File: src/rtl/lns_mul_stage.sv
// lns_mul_stage: two-stage elastic LNS multiplier front end with sticky ovf/unf status
module lns_mul_stage #(
  parameter int WIDTH = 12
) (
  input  logic             clk,
  input  logic             n_rst,
  input  logic             in_valid,
  output logic             in_ready,
  input  logic [WIDTH-1:0] a,
  input  logic [WIDTH-1:0] b,
  input  logic [WIDTH-1:0] c,
  output logic             out_valid,
  input  logic             out_ready,
  output logic [WIDTH-1:0] p_out,
  output logic [WIDTH-1:0] c_out,
  output logic             ovf_flag,
  output logic             unf_flag,
  input  logic             clr_flags
);
  localparam int LW = WIDTH - 1;
  localparam logic [LW-1:0] L_MIN = {1'b1, {(LW-1){1'b0}}};
  localparam logic [LW-1:0] L_MAX = {1'b0, {(LW-1){1'b1}}};
  localparam logic [WIDTH-1:0] ZERO = {1'b0, L_MIN};
  localparam logic [WIDTH-1:0] SUM_MAX = {1'b0, L_MAX};
  localparam logic [WIDTH-1:0] SUM_MIN = {1'b1, L_MIN};
  logic             s1_valid, s1_sign, s1_zero;
  logic [WIDTH-1:0] s1_sum, s1_c;
  logic             s2_valid;
  logic [WIDTH-1:0] s2_p, s2_c;
  logic             in_xfer, s2_load, s1_adv;
  logic [WIDTH-1:0] sum_d, p_d;
  logic             zero_d, sat_hi, sat_lo, ovf_ev, unf_ev;
  // handshake: stage 2 refills when empty or draining; stage 1 frees up under the same condition
  always_comb begin
    s2_load  = !s2_valid || out_ready;
    s1_adv   = s1_valid && s2_load;
    in_ready = !s1_valid || s2_load;
    in_xfer  = in_valid && in_ready;
  end
  // stage-1 datapath: sign-extended log sum and zero-operand detect
  always_comb begin
    sum_d  = {a[LW-1], a[LW-1:0]} + {b[LW-1], b[LW-1:0]};
    zero_d = (a[LW-1:0] == L_MIN) || (b[LW-1:0] == L_MIN);
  end
  // stage-2 datapath: saturate high, flush to zero on underflow, events only for nonzero operands
  always_comb begin
    sat_hi = !s1_zero && ($signed(s1_sum) > $signed(SUM_MAX));
    sat_lo = !s1_zero && ($signed(s1_sum) <= $signed(SUM_MIN));
    p_d    = (s1_zero || sat_lo) ? ZERO : sat_hi ? {s1_sign, L_MAX} : {s1_sign, s1_sum[LW-1:0]};
    ovf_ev = s1_adv && sat_hi;
    unf_ev = s1_adv && sat_lo;
  end
  // stage-1 register: valid follows the input whenever the slot can take a new entry
  always_ff @(posedge clk or negedge n_rst) begin
    if (!n_rst) begin
      s1_valid <= 1'b0;
      s1_sign  <= 1'b0;
      s1_zero  <= 1'b0;
      s1_sum   <= '0;
      s1_c     <= '0;
    end else begin
      if (in_ready) s1_valid <= in_valid;
      if (in_xfer) begin
        s1_sign <= a[LW] ^ b[LW];
        s1_zero <= zero_d;
        s1_sum  <= sum_d;
        s1_c    <= c;
      end
    end
  end
  // stage-2 register: holds the result stable while downstream stalls
  always_ff @(posedge clk or negedge n_rst) begin
    if (!n_rst) begin
      s2_valid <= 1'b0;
      s2_p     <= '0;
      s2_c     <= '0;
    end else begin
      if (s2_load) s2_valid <= s1_valid;
      if (s1_adv) begin
        s2_p <= p_d;
        s2_c <= s1_c;
      end
    end
  end
  // sticky status: events raised at stage-2 load override a simultaneous clear
  always_ff @(posedge clk or negedge n_rst) begin
    if (!n_rst) begin
      ovf_flag <= 1'b0;
      unf_flag <= 1'b0;
    end else begin
      ovf_flag <= ovf_ev || (ovf_flag && !clr_flags);
      unf_flag <= unf_ev || (unf_flag && !clr_flags);
    end
  end
  assign out_valid = s2_valid;
  assign p_out     = s2_p;
  assign c_out     = s2_c;
endmodule

File: config.mk
export PLATFORM = sky130hd
export DESIGN_NAME = lns_mul_stage
export DESIGN_NICKNAME = d
export VERILOG_FILES = /design/src/rtl/lns_mul_stage.sv
export SDC_FILE = /design/constraint.sdc
export NUM_CORES = 1
export LEC_CHECK = 0
export CAP_MARGIN = 30
export CORE_MARGIN = 3
export CORE_UTILIZATION = 30
export CTS_CLUSTER_SIZE = 8
export DETAILED_ROUTE_END_ITERATION = 8
export GPL_TIMING_DRIVEN = 0
export SYNTH_ARGS = -nofsm -noshare
export SYNTH_HDL_FRONTEND = slang
export SYNTH_SLANG_ARGS = --single-unit
export TNS_END_PERCENT = 100
File: constraint.sdc
create_clock -name clk -period 2.7 [get_ports clk]
set_input_delay 0.54 -clock clk [delete_from_list [all_inputs] [get_ports clk]]
set_output_delay 0.54 -clock clk [all_outputs]
set_load 0.02 [all_outputs]
==> results of run 1 <==
-- metrics by stage --
stage / setup TNS (ns) / hold slack, ns
floorplan: 0 / 0.244
global placement: -30.50 / 0.455
detailed placement: -0.0626 / 0.464
CTS: 0 / 0.262
global route: 0 / 0.277
finish: 0 / 0.236
-- final timing paths --
| check | start | endpoint | slack (ns) |
|---|---|---|---|
| worst max-delay path | out_ready | in_ready | 0.16 |
| worst min-delay path | n_rst | c_out[5]$_DFFE_PN0P_ | 0.24 |
| worst max register to register | s1_valid$_DFFE_PN0N_ | s1_c[4]$_DFFE_PN0P_ | 0.99 |
| worst min register to register | s1_c[1]$_DFFE_PN0P_ | s1_c[1]$_DFFE_PN0P_ | 0.48 |
| max in group asynchronous | n_rst | c_out[11]$_DFFE_PN0P_ | 1.90 |
| min in group clk | s1_c[1]$_DFFE_PN0P_ | s1_c[1]$_DFFE_PN0P_ | 0.48 |
-- worst max-delay path, cell delays in order --
cell	delay [ns]
clkdlybuf4s50_1	0.46
and3b_1	0.19
buf_6	0.14
clkinv_4	0.06
clkdlybuf4s50_1	0.60
-- area by class of cell --
| type | count | area (sq um) |
|---|---|---|
| fill | 904 | 5100 |
| sequential | 54 | 1350 |
| multi-input combinational | 209 | 1270 |
| timing repair buffer | 69 | 696 |
| tap | 108 | 135 |
| clock buffer | 6 | 72.6 |
| buffer | 13 | 67.6 |
| clock inverter | 2 | 37.5 |
| inverter | 7 | 31.3 |
-- Yosys cell counts (all sizes together), types with 4 or more instances --
| library cell | instances | area share (%) |
|---|---|---|
| a21oi | 9 | 1.7 |
| buf | 8 | 1.7 |
| clkbuf | 5 | 0.78 |
| dfrtp | 54 | 50 |
| ha | 11 | 5.1 |
| inv | 6 | 0.83 |
| mux2 | 13 | 5.4 |
| nand2 | 68 | 9.7 |
| nand2b | 4 | 0.92 |
| nand3 | 10 | 1.8 |
| nor2 | 15 | 2.1 |
| nor3 | 5 | 0.92 |
| nor4 | 4 | 0.92 |
| o2111ai | 4 | 1.3 |
| o21ai | 26 | 4.8 |
| xor2 | 4 | 1.3 |
-- cells in the final DEF, fill, tap and decap left out, types with 3 or more instances in the layout --
| cell type | instances |
|---|---|
| nand2_1 | 67 |
| clkdlybuf4s50_1 | 67 |
| dfrtp_1 | 54 |
| o21ai_0 | 26 |
| nor2_1 | 15 |
| mux2_2 | 13 |
| ha_1 | 11 |
| nand3_1 | 10 |
| a21oi_1 | 9 |
| buf_2 | 8 |
| inv_1 | 6 |
| nor3_1 | 5 |
| clkbuf_8 | 5 |
| clkbuf_1 | 4 |
| nand2b_1 | 4 |
| nor4_1 | 4 |
| o2111ai_1 | 4 |
| xor2_1 | 4 |
| a21o_1 | 3 |
| and3_1 | 3 |
| nand4_1 | 3 |
-- power groups by stage --
stage          clock network, mW  logic (mW)  registers, mW
2_1_floorplan                  0       0.317           1.20
3_3_place_gp                   0       0.803           1.09
3_5_place_dp                   0       0.819           1.10
4_1_cts                    0.551       0.821           1.08
5_1_grt                    0.592       0.890           1.10
6_report                   0.538       0.806           1.08
-- cell families (layout without fill, tap and decap cells) --
logic type / count (synthesis) / after routing
buffers and inverters: 20 / 97
adder cells (fa/ha/maj): 12 / 12
XOR/XNOR: 5 / 5
AND/OR/NAND/NOR: 122 / 122
flip-flops: 54 / 54
multiplexers: 13 / 13
AO/OA/AOI/OAI: 57 / 57
-- flip-flops by register name, summed over array words and instances (netlist names) --
name	count
c_out	12
p_out	12
s1_c	12
s1_sum	12
out_valid	1
ovf_flag	1
s1_sign	1
s1_valid	1
s1_zero	1
unf_flag	1
-- metal layers --
| layer | share of wire (%) | wire, microns | track usage (%) |
|---|---|---|---|
| met3 | 4.3 | 283 | 2.34 |
| met1 | 48 | 3170 | 19.5 |
| met4 | 1.1 | 70 | 3.37 |
| met2 | 46 | 3050 | 21.7 |
| met5 | 0 | 0 | 0 |
==> metrics.yaml, run 1 <==
cts-resized-gates: 0
cts_setup_buffers: 0
rows: 34
fin_cells: 468
relSlewSlack_pct: 58.9
pre_cts_ws_ns: -0.0407
antenna_cells: 0
grt_pass1_vias: 2331
worst_clock_skew_ns: 0.00996
worstPathRequired_ns: 2.16
reg2reg_depth: 6
synth_nets: 336
crit_fanout: 7
dr.pass1.iters: 4
synthSimpleGateAreaFrac_pct: 20.5
fin_util_pct: 41.8
drive_gt1_share_pct: 10.6
clkTransAtPathRegs_ns: 0.10
vias: 2260
finalNetCount: 412
slew_viol_final: 0
synthArstFlopShare_pct: 100
ios: 69
critical_path.endpoint_type: "output pin"
crit_type: "primary input to output pin"
ys_seq_area_share_pct: 49.6
cts_tree: "done"
timing.final.crit_share_pct: 94.1
comb_power_share_pct: 33.3
cap_viol_max_count: 0
grt_start_max_net_pins: 30
clock_sinks: 54
die_area_sq_um: 10300
final_antenna_net_count: 0
clk_latency_ns: 0.31
drc: 0
cp.arrival_ns: 2.00
fmax_mhz: 393
routedWlPerCell_microns: 14.0
p_seq_share_pct: 44.4
ys_types: 45
min_path_type: "primary input to asynchronous set/reset pin"
setup_viol: 0
p_sw_share_pct: 32.1
dpl.hpwl_microns: 5260
routed_wl_microns: 6570
synth_mux_area_share_pct: 5.38
cts-root-buf: "clkbuf_8"
rsz0062_at_grt: "no"
cts_max_level: 2
synthFlopType: "dfrtp_1"
synth_xor_area_share_pct: 1.61
power.total_mw: 2.42
viasPerCell: 4.83
synth_edf_count: 0
start_kind: "primary input"
dp_cells: 460
synth_compound_area_share_pct: 13.5
run_status: "finished, final reports clean"
peakVddDrop_mv: 0.349
ys_warn_count: 0
period_needed_ns: 2.54
drt_iter0_markers: 91
netlist_area_sq_um: 2720
p_int_mw: 1.64
ys_ff_latch: 54
clockBufferDepth: 2
die_y_microns: 101
design_area_sq_um: 3660
switching_power_mw: 0.776
pwr-share-clk_pct: 22.2
gp_congestion: 0.838
power_leakage_nw: 1.61
initial_core_util_pct: 31.1
syn_to_final_growth_pct: 34.6
timing.final.ws_setup_ns: 0.158
syn_inst: 283
syn_area_per_cell_sq_um: 9.62
core_sq_um: 8760
ctsHoldBuffers: 0
synth_adder_area_share_pct: 5.79
grt_antenna_before_repair: 0
p_per_area_nw_per_um2: 660
worst_pin_slew_ns: 0.616
synth_top_family_by_area: "simple AND/OR/NAND/NOR gates"
placed_cell_area_sq_um: 3550
fp.dieW_microns: 101
portBuffers: 68
grt_usage_pct: 13.7
grt-ovfl-total: 0
grt_pass1_wl_microns: 11400
final-hold-violation-count: 0
cts_buffers: 5
(Power assumes the default switching activity.)
==> inputs of run 2 (changes only) <==
--- a/config.mk
+++ b/config.mk
@@ -6,11 +6,13 @@
 export NUM_CORES = 1
 export LEC_CHECK = 0
 export CAP_MARGIN = 30
+export CORE_ASPECT_RATIO = 1.5
 export CORE_MARGIN = 3
 export CORE_UTILIZATION = 30
 export CTS_CLUSTER_SIZE = 8
 export DETAILED_ROUTE_END_ITERATION = 8
 export GPL_TIMING_DRIVEN = 0
+export MAX_ROUTING_LAYER = met4
 export SYNTH_ARGS = -nofsm -noshare
 export SYNTH_HDL_FRONTEND = slang
 export SYNTH_SLANG_ARGS = --single-unit
==> run 2 against run 1 <==
Effect of this change: cell area increased by 1.1%; critical path depth unchanged; worst hold slack got worse by 0.10 ns; critical path type unchanged; critical endpoint unchanged.
==> metrics.yaml, run 2 (synthesized netlist as in run 1, its figures left out) <==
grt_pass1_vias: 2297  # -1.5%
critical_path.top_delay_family: "buffers and inverters"
clk_latency_ns: 0.29  # -0.02 ns
ctsHoldBuffers: 0  # unchanged
fp.dieW_microns: 83.8  # -17%
worstPathRequired_ns: 2.16  # about the same
drt_iter0_markers: 146  # +60%
cp.arrival_ns: 1.99  # about the same
placed_cell_area_sq_um: 3550  # about the same
cts-resized-gates: 0  # unchanged
relSlewSlack_pct: 59.1  # +0.19 points
vias: 2286  # +1.2%
grt_usage_pct: 13.4  # -0.32 points
period_needed_ns: 2.53  # -0.00983 ns
grt_antenna_before_repair: 0  # unchanged
timing.final.crit_share_pct: 93.8  # -0.36 points
rsz0062_at_grt: "no"
crit_start: "out_ready"
routedWlPerCell_microns: 14.0  # -0.59%
start_kind: "primary input"
critPathSlowestCell: "clkdlybuf4s50_1"
core_sq_um: 8620  # -1.7%
cts_tree: "done"
grt-ovfl-total: 0  # unchanged
setup_viol: 0  # unchanged
worst_pin_slew_ns: 0.607  # -0.00927 ns
worst-path-stages: 5  # unchanged
clkTransAtPathRegs_ns: 0.08  # -0.02 ns
cap_viol_max_count: 0  # unchanged
dr.pass1.iters: 4  # unchanged
cts_setup_buffers: 0  # unchanged
die_area_sq_um: 10300  # +0.23%
final_cell_mix: "nand2_1, clkdlybuf4s50_1, dfrtp_1"
clockBufferDepth: 2  # unchanged
slew_viol_final: 0  # unchanged
min_path_type: "primary input to asynchronous set/reset pin"
power_leakage_nw: 1.63  # +1.5%
run_status: "finished, final reports clean"
final_antenna_net_count: 0  # unchanged
routed_wl_microns: 6520  # -0.81%
reg2reg_depth: 6  # unchanged
slowest_delay_ns: 0.60  # about the same
cts-root-buf: "clkbuf_16"
antenna_cells: 0  # unchanged
dpl.hpwl_microns: 5130  # -2.5%
comb_power_share_pct: 31.9  # -1.4 points
final-hold-violation-count: 0  # unchanged
p_seq_share_pct: 42.4  # -2.0 points
r2r_setup_slack_ns: 0.98  # about the same
fin_setup_tns_ns: 0  # unchanged
critical_path.endpoint_type: "output pin"
ios: 69  # unchanged
p_sw_share_pct: 32.1  # +0.055 points
worst_clock_skew_ns: 0.00974  # -0.000218 ns
drc: 0  # unchanged
holdWs_ns: 0.134  # -0.102 ns
initial_core_util_pct: 31.6  # +0.52 points
grt_start_max_net_pins: 43  # +43%
critical_path.most_common_cell: "clkdlybuf4s50_1"
crit_type: "primary input to output pin"
design_area_sq_um: 3700  # +1.1%
reg2reg_from: "s1_valid$_DFFE_PN0N_"
viasPerCell: 4.90  # +1.4%
finalNetCount: 412  # unchanged
clock_sinks: 54  # unchanged
drive_gt1_share_pct: 10.8  # +0.28 points
pwr-share-clk_pct: 25.7  # +3.5 points
cp_cell_sequence: "clkdlybuf4s50_1 -> and3b_1 -> buf_6 -> clkinv_4 -> clkdlybuf4s50_1"
peakVddDrop_mv: 0.357  # +2.2%
rows: 41  # +21%
grt_pass1_wl_microns: 10900  # -4.2%
path_buf_inv: 4  # unchanged
crit_fanout: 7  # unchanged
cts_buffers: 5  # unchanged
syn_to_final_growth_pct: 36.0
gp_congestion: 0.821  # -2.0%
p_int_mw: 1.72  # +4.6%
switching_power_mw: 0.814  # +4.9%
fin_util_pct: 43.0  # +1.2 points
fmax_mhz: 395  # +0.39%
portBuffers: 68  # unchanged
p_per_area_nw_per_um2: 684  # +3.6%
cts_max_level: 2  # unchanged
die_y_microns: 123  # +21%
run 2: cell count changes in the layout (fill, tap and decap cells not counted):
cell,previous run,this run
inv_6,0,2
clkbuf_1,4,3
clkinv_4,1,2
clkbuf_8,5,0
clkbuf_16,0,5
bufinv_16,1,0
clkinvlp_4,1,0
run 2: metrics by stage:
step | total power [mW] | setup WS [ns] | cells
CTS | 2.57 | 0.156 | 467
global placement | 1.89 | -0.474 | 458
floorplan | 1.51 | 0.622 | 283
detailed placement | 1.91 | -0.0458 | 459
finish | 2.53 | 0.168 | 467
global route | 2.68 | 0.102 | 467
run 2: area by class of cell:
class	count	area [sq um]
repair buffers	69	696
well taps	107	134
clock inverters	3	26.3
multi-input cells	209	1270
inverters	7	31.3
plain buffers	13	67.6
clock buffers	5	125
flip-flops and latches	54	1350
fillers	896	4910
run 2: path summary, 6_finish.rpt:
kind | endpoint
worst max-delay path | in_ready
worst min-delay path | c_out[5]$_DFFE_PN0P_
worst max register to register | s1_c[6]$_DFFE_PN0P_
worst min register to register | s1_c[8]$_DFFE_PN0P_
max in group asynchronous | p_out[10]$_DFFE_PN0P_
min in group clk | s1_c[8]$_DFFE_PN0P_
run 2: power by group through the flow:
stage	Sequential (mW)	Combinational [mW]	Clock (mW)
6_report	1.07	0.807	0.651
3_5_place_dp	1.09	0.815	0
2_1_floorplan	1.20	0.317	0
3_3_place_gp	1.09	0.800	0
5_1_grt	1.10	0.886	0.696
4_1_cts	1.08	0.819	0.673
run 2: metal layers:
| metal | share of wire, % | routed length (microns) | track usage, % |
|---|---|---|---|
| met5 | 0 | 0 | - |
| met3 | 3.5 | 228 | 1.54 |
| met4 | 1.4 | 93 | 4.83 |
| met1 | 43 | 2770 | 15.9 |
| met2 | 53 | 3420 | 23.4 |
